### config.mk
export PLATFORM = sky130hd
export DESIGN_NAME = serial_adder_ctrl
export DESIGN_NICKNAME = d
export VERILOG_FILES = /design/src/rtl/serial_adder_ctrl.sv
export SDC_FILE = /design/constraint.sdc
export NUM_CORES = 1
export LEC_CHECK = 0
export CAP_MARGIN = 20
export CORE_MARGIN = 2
export CORE_UTILIZATION = 54
export DETAILED_ROUTE_END_ITERATION = 10
export PLACE_DENSITY_LB_ADDON = 0.12
export SLEW_MARGIN = 20
export SYNTH_ARGS = -nofsm -noshare
export SYNTH_HDL_FRONTEND = slang
export SYNTH_SLANG_ARGS = --single-unit
export TNS_END_PERCENT = 50
### constraint.sdc
create_clock -name clk -period 2.7 [get_ports clk]
set_input_delay 0.54 -clock clk [delete_from_list [all_inputs] [get_ports clk]]
set_output_delay 0.54 -clock clk [all_outputs]
set_load 0.02 [all_outputs]
### src/rtl/serial_adder_ctrl.sv
// serial_adder_ctrl: sequences a WIDTH-bit add through one shared external
// 1-bit full-adder cell, LSB first, one bit per clock. Owns the operand, sum
// and carry state and exposes a start/done handshake to the requester.
module serial_adder_ctrl #(
    parameter int unsigned WIDTH = 8
) (
    input  logic             clk,
    input  logic             rst_n,
    input  logic             start,
    input  logic [WIDTH-1:0] a,
    input  logic [WIDTH-1:0] b,
    input  logic             cin,
    output logic             fa_a,
    output logic             fa_b,
    output logic             fa_cin,
    input  logic             fa_s,
    input  logic             fa_cout,
    output logic             busy,
    output logic             done,
    output logic [WIDTH-1:0] sum,
    output logic             cout
);

    localparam int unsigned CW = $clog2(WIDTH);
    localparam logic [CW-1:0] LAST = CW'(WIDTH - 1);

    typedef enum logic [1:0] {
        StIdle,
        StRun,
        StDone
    } state_e;

    state_e           state_q;
    logic [WIDTH-1:0] a_sh_q;
    logic [WIDTH-1:0] b_sh_q;
    logic [WIDTH-1:0] s_sh_q;
    logic             carry_q;
    logic [CW-1:0]    cnt_q;
    logic             busy_q;
    logic             done_q;
    logic [WIDTH-1:0] sum_q;
    logic             cout_q;

    // busy_q is high exactly in StRun, so it gates the cell inputs to zero
    // in StIdle/StDone (carry_q still holds the last carry there).
    assign fa_a   = busy_q & a_sh_q[0];
    assign fa_b   = busy_q & b_sh_q[0];
    assign fa_cin = busy_q & carry_q;

    assign busy = busy_q;
    assign done = done_q;
    assign sum  = sum_q;
    assign cout = cout_q;

    // Sequencer: accept in idle, shift one bit per edge in run, pulse done.
    always_ff @(posedge clk or negedge rst_n) begin
        if (!rst_n) begin
            state_q <= StIdle;
            a_sh_q  <= '0;
            b_sh_q  <= '0;
            s_sh_q  <= '0;
            carry_q <= 1'b0;
            cnt_q   <= '0;
            busy_q  <= 1'b0;
            done_q  <= 1'b0;
            sum_q   <= '0;
            cout_q  <= 1'b0;
        end else begin
            unique case (state_q)
                StIdle: begin
                    done_q <= 1'b0;
                    if (start) begin
                        a_sh_q  <= a;
                        b_sh_q  <= b;
                        carry_q <= cin;
                        cnt_q   <= '0;
                        busy_q  <= 1'b1;
                        state_q <= StRun;
                    end
                end
                StRun: begin
                    s_sh_q  <= {fa_s, s_sh_q[WIDTH-1:1]};
                    a_sh_q  <= {1'b0, a_sh_q[WIDTH-1:1]};
                    b_sh_q  <= {1'b0, b_sh_q[WIDTH-1:1]};
                    carry_q <= fa_cout;
                    cnt_q   <= cnt_q + CW'(1);
                    if (cnt_q == LAST) begin
                        // Final bit: publish result straight from the cell.
                        sum_q   <= {fa_s, s_sh_q[WIDTH-1:1]};
                        cout_q  <= fa_cout;
                        busy_q  <= 1'b0;
                        done_q  <= 1'b1;
                        state_q <= StDone;
                    end
                end
                StDone: begin
                    // start is deliberately ignored here; it is not queued.
                    done_q  <= 1'b0;
                    state_q <= StIdle;
                end
                default: begin
                    busy_q  <= 1'b0;
                    done_q  <= 1'b0;
                    state_q <= StIdle;
                end
            endcase
        end
    end

endmodule

=== Word-level counts from Yosys, hierarchy flattened ===
Cells that the tools add are included.

* Bits in registers: 41
* Bits of input ports: 22
* Output and inout bits: 14
* Logic and storage cells: 42

* Add/sub/neg operators: 1
* Equality and inequality tests: 5
* Mux-type cells: 16
* Bitwise logic cells: 4
* Reductions and logical operators: 6

{| class="wikitable"
|+ Operators with widths
! cell !! number
|-
| case mux 8 bit (2 select lines) || 2
|-
| two-way mux 8 bit || 2
|-
| case mux 3 bit (2 select lines) || 1
|-
| AND reduction 2 bit || 3
|-
| two-way mux 1 bit || 5
|-
| two-way mux 2 bit || 2
|-
| != test 2 bit (second input constant) || 2
|-
| case mux 2 bit (2 select lines) || 1
|-
| adder 3 x 1 -> 3 bit (second input constant) || 1
|-
| AND 1 bit || 3
|-
| == test 3 bit (second input constant) || 1
|-
| two-way mux 3 bit || 1
|-
| case mux 1 bit (3 select lines) || 1
|-
| AND reduction 3 bit || 1
|-
| == test 2 x 1 -> 1 bit (second input constant) || 1
|-
| == test 2 bit (second input constant) || 1
|-
| zero test 2 bit || 1
|-
| case mux 1 bit (2 select lines) || 1
|-
| nonzero test 2 bit || 1
|-
| NOT 1 bit || 1
|}

=== Depth between registers and ports, before layout ===
Gate-level depths: netlist (run 1).

* Word-level depth: 3
* Gate-level depth with buffers: 5
* Mapped depth without buffers: 5

=== Worst setup path after synthesis (run 1) ===
OpenSTA, ideal clock, no wires.

* Kind: register to register
* From: reg cnt_q[0]
* To: reg cout_q (netlist: cout)
* Setup time: 125 ps
* Arrival: 1252 ps
* Data required time: 2575 ps
* Path slack: 1323 ps
* Cell stages (with the launch flop): 5
* Buffers on the path: 0
* Clock period less this slack: 1377 ps
* Path through: dfrtp_1 ha_1 ha_1 nand2_8 mux2_4

* Longest elaborated chain between the ends: 2

{| class="wikitable"
|+ RTL lines
! element !! line !! source
|-
| from (decl) || 38 || <nowiki>logic [CW-1:0] cnt_q;</nowiki>
|-
| from (signal assigned) || 86 || <nowiki>cnt_q <= cnt_q + CW'(1);</nowiki>
|-
| == test 3 bit || 87 || <nowiki>if (cnt_q == LAST) begin</nowiki>
|-
| AND reduction 2 bit (no source line) || n/a ||
|-
| to (signal assigned) || 90 || <nowiki>cout_q <= fa_cout;</nowiki>
|-
| to (decl) || 42 || <nowiki>logic cout_q;</nowiki>
|}

No other way between the ends.
A chain may end at the register's enable or synchronous reset.

=== Worst setup path after layout (run 1) ===
* From: reg busy_q (netlist: busy)
* To: out fa_cin

* Longest elaborated chain between the ends: 1

{| class="wikitable"
|+ RTL lines
! element !! line !! source
|-
| from (decl) || 39 || <nowiki>logic busy_q;</nowiki>
|-
| from (signal assigned) || 64 || <nowiki>busy_q <= 1'b0;</nowiki>
|-
| from (signal assigned) || 77 || <nowiki>busy_q <= 1'b1;</nowiki>
|-
| from (signal assigned) || 91 || <nowiki>busy_q <= 1'b0;</nowiki>
|-
| AND 1 bit || 48 || <nowiki>assign fa_cin = busy_q & carry_q;</nowiki>
|-
| to (decl) || 15 || <nowiki>output logic fa_cin,</nowiki>
|}

No other way between the ends.

==> results of run 1 <==
registers in the layout, indices dropped and copies added, names as in the netlist:
| register | cells |
|---|---|
| a_sh_q | 8 |
| b_sh_q | 8 |
| sum | 8 |
| s_sh_q | 7 |
| cnt_q | 3 |
| state_q | 2 |
| busy | 1 |
| carry_q | 1 |
| cout | 1 |
| done | 1 |
worst max-delay path, delay by kind of cell (launching register included):
family / cells / cell delay, ns
buffers and inverters: 1 / 0.60
and+or+nand+nor: 1 / 0.17
DFF: 1 / 0.48
logic make-up after synthesis:
family                   after synthesis  share of synthesized area
multiplexers                           9                     0.0783
buffers and inverters                 12                     0.0341
flip-flops                            40                      0.580
AND/OR/NAND/NOR                       41                      0.117
adder cells (fa/ha/maj)                2                     0.0145
AO/OA/AOI/OAI                         48                      0.177
stage by stage:
| stage | power, mW | setup WS, ns |
|---|---|---|
| 2_1_floorplan | 1.80 | 1.32 |
| 3_3_place_gp | 2.11 | 0.619 |
| 3_5_place_dp | 2.17 | 0.513 |
| 4_1_cts | 2.49 | 0.562 |
| 5_1_grt | 2.65 | 0.519 |
| 6_report | 2.47 | 0.575 |
layout by cell type (no fill, tap or decap), types with 2 or more instances in the layout:
| master | n |
|---|---|
| a21oi_1 | 11 |
| mux2_4 | 9 |
| a22o_1 | 2 |
| o21ai_0 | 4 |
| a2bb2oi_1 | 3 |
| nand2_1 | 25 |
| o22ai_1 | 24 |
| inv_1 | 4 |
| clkbuf_1 | 2 |
| clkdlybuf4s50_1 | 34 |
| nand2b_1 | 3 |
| nor2_1 | 5 |
| clkbuf_4 | 5 |
| dfrtp_1 | 40 |
| ha_1 | 2 |
| and2_1 | 3 |
power by group:
part / leakage [nW] / switching, mW / total [mW] / internal [mW]
logic: 0.458 / 0.533 / 1.08 / 0.551
registers: 0.477 / 0.196 / 1.07 / 0.877
clock network: 0.0326 / 0.183 / 0.311 / 0.129
total: 0.968 / 0.912 / 2.47 / 1.56
worst max-delay path by stage:
stage               startpoint         to  slack [ns]  cells past startpoint
floorplan             cnt_q[0]       cout        1.32                      4
detailed placement       start  b_sh_q[6]        0.51                      4
CTS                       busy     fa_cin        0.56                      2
global route              busy     fa_cin        0.52                      2
finish                    busy     fa_cin        0.58                      2
global placement         start  a_sh_q[5]        0.62                      3
routing by layer:
metal,vias up,routed length (um),part of all wire
met2,49,1700,0.49
met5,-,0,0
li1,620,-,-
met4,0,70,0.020
met1,644,1510,0.43
met3,10,208,0.060
cell type report:
| class | count | area, sq um |
|---|---|---|
| clock buffer | 8 | 58.8 |
| fill | 247 | 911 |
| inverter | 4 | 15.0 |
| multi-input combinational | 100 | 667 |
| sequential | 40 | 1000 |
| tap | 44 | 55.1 |
| timing repair buffer | 35 | 345 |
==> reports/metrics.csv, run 1 <==
stage,metric,value,unit
cts,clockBufferDepth,2,
synthesis,ys_types,25,
cts,cts_setup_buffers,0,
synthesis,yosys_warnings,0,
synthesis,async_flop_share,1.00,
detailed_routing,via_count,1323,
die,rows,20,
status,outcome,completed,
detailed_routing,drtIter0Drc,76,
cts,clock_sinks,40,
timing,slew_headroom,0.434,
finish,syn_to_final_growth,24.1,%
timing,clock.fmax,471,MHz
global_routing,grt_pass1_wl,5740,um
synthesis,yosys.area.top_type,dfrtp_1,
worst_setup_path,crit_slowest_cell,clkdlybuf4s50_1,
worst_setup_path,cp.required,2.16,ns
cts,insertion_delay,0.34,ns
global_routing,busiest_layer,met2,
worst_setup_path,r2r_setup_slack,1.09,ns
timing,rsz0062_at_grt,false,
synthesis,netlist.area_leader.share,0.580,
finish,final_core_util,0.702,
job,maxCapViolCount,0,
global_routing,track_usage,0.217,
worst_setup_path,worstRegToRegCells,3,
die,io_pins,36,
timing,fin_setup_tns,0,ns
power_and_ir_drop,leakage,0.968,nW
placed_design,io_buffers,35,
cts,cts_tree,yes,
worst_setup_path,path_max_fanout,6,
synthesis,yosysSeqAreaShare,0.580,
cts,root_buffer,clkbuf_4,
hold_path,hold_class,input port to async pin,
synthesis,ys_seq_elements,40,
worst_setup_path,r2r_start,state_q[1],
timing,drv_slew,0,
placed_design,dp_cells,223,
die,core-area,0.00305,sq mm
worst_setup_path,crit_chain,and2_1 -> clkdlybuf4s50_1,
timing,whs,0.287,ns
detailed_routing,drt-wirelength-per-cell,15.1,um
timing,tightest_slew,0.850,ns
detailed_routing,viasPerCell,5.73,
cts,post_cts_resized,0,
finish,final_area,0.00214,sq mm
die,fp.dieArea,0.00367,sq mm
global_routing,grt_overflow,0,
detailed_routing,drt_first_pass_iters,6,
worst_setup_path,critPathKind,register to output pin,
cts,numCtsBuffers,5,
finish,drive_gt1_frac,0.0963,
global_routing,grt_max_degree,41,
placed_design,gp_congestion,0.773,
global_routing,grt_use_met3,0.0618,
power_and_ir_drop,p_per_area,1150,mW/mm^2
detailed_routing,finalWirelength,3490,um
finish,stdcell_count,231,
timing,setup_violations,0,
finish,fin_nets,210,
synthesis,syn_area,0.00173,sq mm
timing,period_share,0.787,
worst_setup_path,worstPathArrival,1.58,ns
placed_design,placed_area,0.00208,sq mm
worst_setup_path,cpPeakStageDelay,0.60,ns
worst_setup_path,crit_path_end_kind,output pin,
timing,period_minus_slack,2.12,ns
cts,clk_pin_slew_worst_paths,0.11,ns
worst_setup_path,crit_path_start_kind,register,
power_and_ir_drop,peakVddDrop,534,uV
cts,htree_levels,2,
worst_setup_path,r2r_end,b_sh_q[0],
global_routing,first_global_vias,1300,
synthesis,synthesis.nets,176,
placed_design,dp_hpwl,2370,um
synthesis,syn_area_per_cell,11.4,sq um
global_routing,antenna_found_initial,0,
global_routing,met2_usage,0.351,
synthesis,synthMostInstantiatedCell,dfrtp_1,
die,die_x,60.5,um
synthesis,synth_cells,152,
global_routing,grt_use_met1,0.271,
timing,hold_viol_final,0,
detailed_routing,drcViolationCount,0,
cts,cts_hold_buffers,0,
synthesis,yosys_most_used_dff,dfrtp_1,
synthesis,synth_edf_count,0,
detailed_routing,antenna_left,0,
synthesis,ys_top_cells_by_count,"40 x dfrtp_1, 25 x nand2_1, 24 x o22ai_1",
finish,diodes,0,
die,initial_core_util,0.566,
synthesis,ys_top_cells_by_area,"dfrtp_1 58%, o22ai_1 8.7%, mux2_4 7.8%",
timing,fin_worst_skew,0.00668,ns
die,die_h,60.5,um
No activity file was read; power rests on OpenSTA's default activity.
==> inputs of run 2 (changes only) <==
--- a/config.mk
+++ b/config.mk
@@ -7,7 +7,7 @@
 export LEC_CHECK = 0
 export CAP_MARGIN = 20
 export CORE_MARGIN = 2
-export CORE_UTILIZATION = 54
+export CORE_UTILIZATION = 50
 export DETAILED_ROUTE_END_ITERATION = 10
 export PLACE_DENSITY_LB_ADDON = 0.12
 export SLEW_MARGIN = 20
==> constraint.sdc (replaced) <==
create_clock -name clk -period 2 [get_ports clk]
set_input_delay 0.4 -clock clk [delete_from_list [all_inputs] [get_ports clk]]
set_output_delay 0.4 -clock clk [all_outputs]
set_load 0.02 [all_outputs]
==> reports/metrics.csv, run 2 (synthesis gave the netlist of run 1 again) <==
stage,metric,value,unit,change
status,outcome,completed,,unchanged
detailed_routing,viasPerCell,5.48,,was 5.73
timing,clock.fmax,517,MHz,
finish,final-seq-area,0.00100,sq mm,about the same
die,core-area,0.00334,sq mm,was 0.00305 sq mm
cts,clock_sinks,40,,unchanged
timing,period_share,0.968,,
worst_setup_path,critPathKind,register to output pin,,unchanged
power_and_ir_drop,p_per_area,1590,mW/mm^2,was 1150 mW/mm^2
die,initial_core_util,0.517,,was 0.566
cts,cts_tree,yes,,unchanged
cts,htree_levels,2,,unchanged
finish,syn_to_final_growth,26.6,%,was 24.1%
finish,fill_cells,279,,was 247
global_routing,grt_pass1_wl,6290,um,was 5740 um
cts,numCtsBuffers,5,,unchanged
finish,mostFrequentLayoutCells,"39 x dfrtp_1, 34 x clkdlybuf4s50_1, 25 x nand2_1, 24 x o22ai_1, 11 x a21oi_1",,"was 40 x dfrtp_1, 34 x clkdlybuf4s50_1, 25 x nand2_1, 24 x o22ai_1, 11 x a21oi_1"
worst_setup_path,crit_path_end_kind,output pin,,unchanged
hold_path,hold_class,input port to async pin,,unchanged
die,io_pins,36,,unchanged
die,die_x,62.8,um,was 60.5 um
timing,period_minus_slack,1.94,ns,
detailed_routing,via_count,1294,,was 1323
detailed_routing,drtIter0Drc,104,,was 76
worst_setup_path,cp.required,1.60,ns,was 2.16 ns
cts,clockBufferDepth,2,,unchanged
worst_setup_path,worstPathArrival,1.54,ns,was 1.58 ns
placed_design,placed_area,0.00211,sq mm,was 0.00208 sq mm
cts,root_buffer,clkbuf_4,,unchanged
detailed_routing,drcViolationCount,0,,unchanged
worst_setup_path,r2r_end,sum[2],,was b_sh_q[0]
timing,fin_setup_tns,0,ns,unchanged
timing,setup_violations,0,,unchanged
finish,multi_input_area,667,sq um,unchanged
finish,final_common_cell,dfrtp_1,,unchanged
placed_design,io_buffers,35,,unchanged
cts,cts_hold_buffers,0,,unchanged
timing,hold_viol_final,0,,unchanged
job,maxCapViolCount,0,,unchanged
timing,fin_ws,0.0644,ns,was 0.575 ns
cts,clk_pin_slew_worst_paths,0.12,ns,was 0.11 ns
global_routing,antenna_found_initial,0,,unchanged
finish,drive_gt1_frac,0.121,,was 0.0963
power_and_ir_drop,peakVddDrop,955,uV,was 534 uV
finish,final_area,0.00219,sq mm,was 0.00214 sq mm
finish,fin_nets,213,,was 210
detailed_routing,drt_first_pass_iters,4,,was 6
power_and_ir_drop,leakage,0.992,nW,was 0.968 nW
die,fp.dieArea,0.00394,sq mm,was 0.00367 sq mm
detailed_routing,antenna_left,0,,unchanged
worst_setup_path,worstRegToRegCells,3,,unchanged
placed_design,gp_congestion,0.829,,was 0.773
worst_setup_path,r2r_setup_slack,0.34,ns,was 1.09 ns
cts,insertion_delay,0.35,ns,was 0.34 ns
cts,post_cts_resized,0,,unchanged
worst_setup_path,cp-startpoint,busy,,unchanged
timing,drv_slew,0,,unchanged
timing,whs,0.0870,ns,was 0.287 ns
timing,fin_worst_skew,0.0132,ns,was 0.00668 ns
global_routing,grt_overflow,0,,unchanged
power_and_ir_drop,power,3.47,mW,was 2.47 mW
die,rows,21,,was 20
global_routing,track_usage,0.207,,was 0.217
worst_setup_path,path_max_fanout,6,,unchanged
placed_design,dpl_worst_slack,0.277,ns,was 0.513 ns
worst_setup_path,crit_path_start_kind,register,,unchanged
timing,tightest_slew,0.506,ns,was 0.850 ns
global_routing,first_global_vias,1289,,was 1300
detailed_routing,drt-wirelength-per-cell,15.3,um,was 15.1 um
cts,cts_setup_buffers,0,,unchanged
timing,slew_headroom,0.662,,was 0.434
die,die_h,62.8,um,was 60.5 um
placed_design,dp_hpwl,2440,um,was 2370 um
detailed_routing,finalWirelength,3610,um,was 3490 um
worst_setup_path,r2r_start,state_q[1],,unchanged
global_routing,grt_max_degree,41,,unchanged
timing,rsz0062_at_grt,false,,unchanged
finish,diodes,0,,unchanged
[run 2: changes by cell type in the layout (fill, tap and decap cells not counted)]
cell       change
bufinv_16      +1
clkbuf_8       -1
buf_4          +3
dfrtp_2        +1
clkbuf_1       -1
dfrtp_1        -1
clkinv_2       +1
[run 2: worst max path at each step]
stage | endpoint | slack, ns | cells after the start
floorplan | cout | 0.62 | 4
detailed placement | b_sh_q[6] | 0.28 | 4
finish | fa_cin | 0.06 | 2
CTS | fa_b | 0.005 | 2
global placement | a_sh_q[5] | 0.33 | 3
global route | fa_b | 0.009 | 2
[run 2: stage by stage]
stage,cells,util
after global routing,236,0.655
after floorplan,152,-
after CTS,236,0.655
final,236,0.655
after global placement,228,0.632
after detailed placement,228,0.632
[run 2: worst max-delay path: stages, from the launching register on]
cell and delay (ns):
dfrtp_2 0.44, and2_1 0.14, clkdlybuf4s50_1 0.60
[run 2: routing by layer]
| layer | vias up | global-route usage | wire, um |
|---|---|---|---|
| met3 | 5 | 0.0631 | 180 |
| met2 | 35 | 0.315 | 1760 |
| li1 | 621 | - | - |
| met5 | - | 0 | 0 |
| met4 | 0 | 0.0583 | 44 |
| met1 | 633 | 0.288 | 1630 |
[run 2: final cells by class]
type,count,area share
multi-input combinational,100,0.305
clock buffer,6,0.0189
clock inverter,2,0.0160
inverter,4,0.00687
tap,46,0.0263
timing repair buffer,38,0.168
sequential,40,0.458
[run 2: where the power goes]
part | internal (mW) | switching, mW | total, mW
Clock | 0.262 | 0.256 | 0.518
Sequential | 1.19 | 0.268 | 1.45
Combinational | 0.759 | 0.738 | 1.50
Total | 2.21 | 1.26 | 3.47
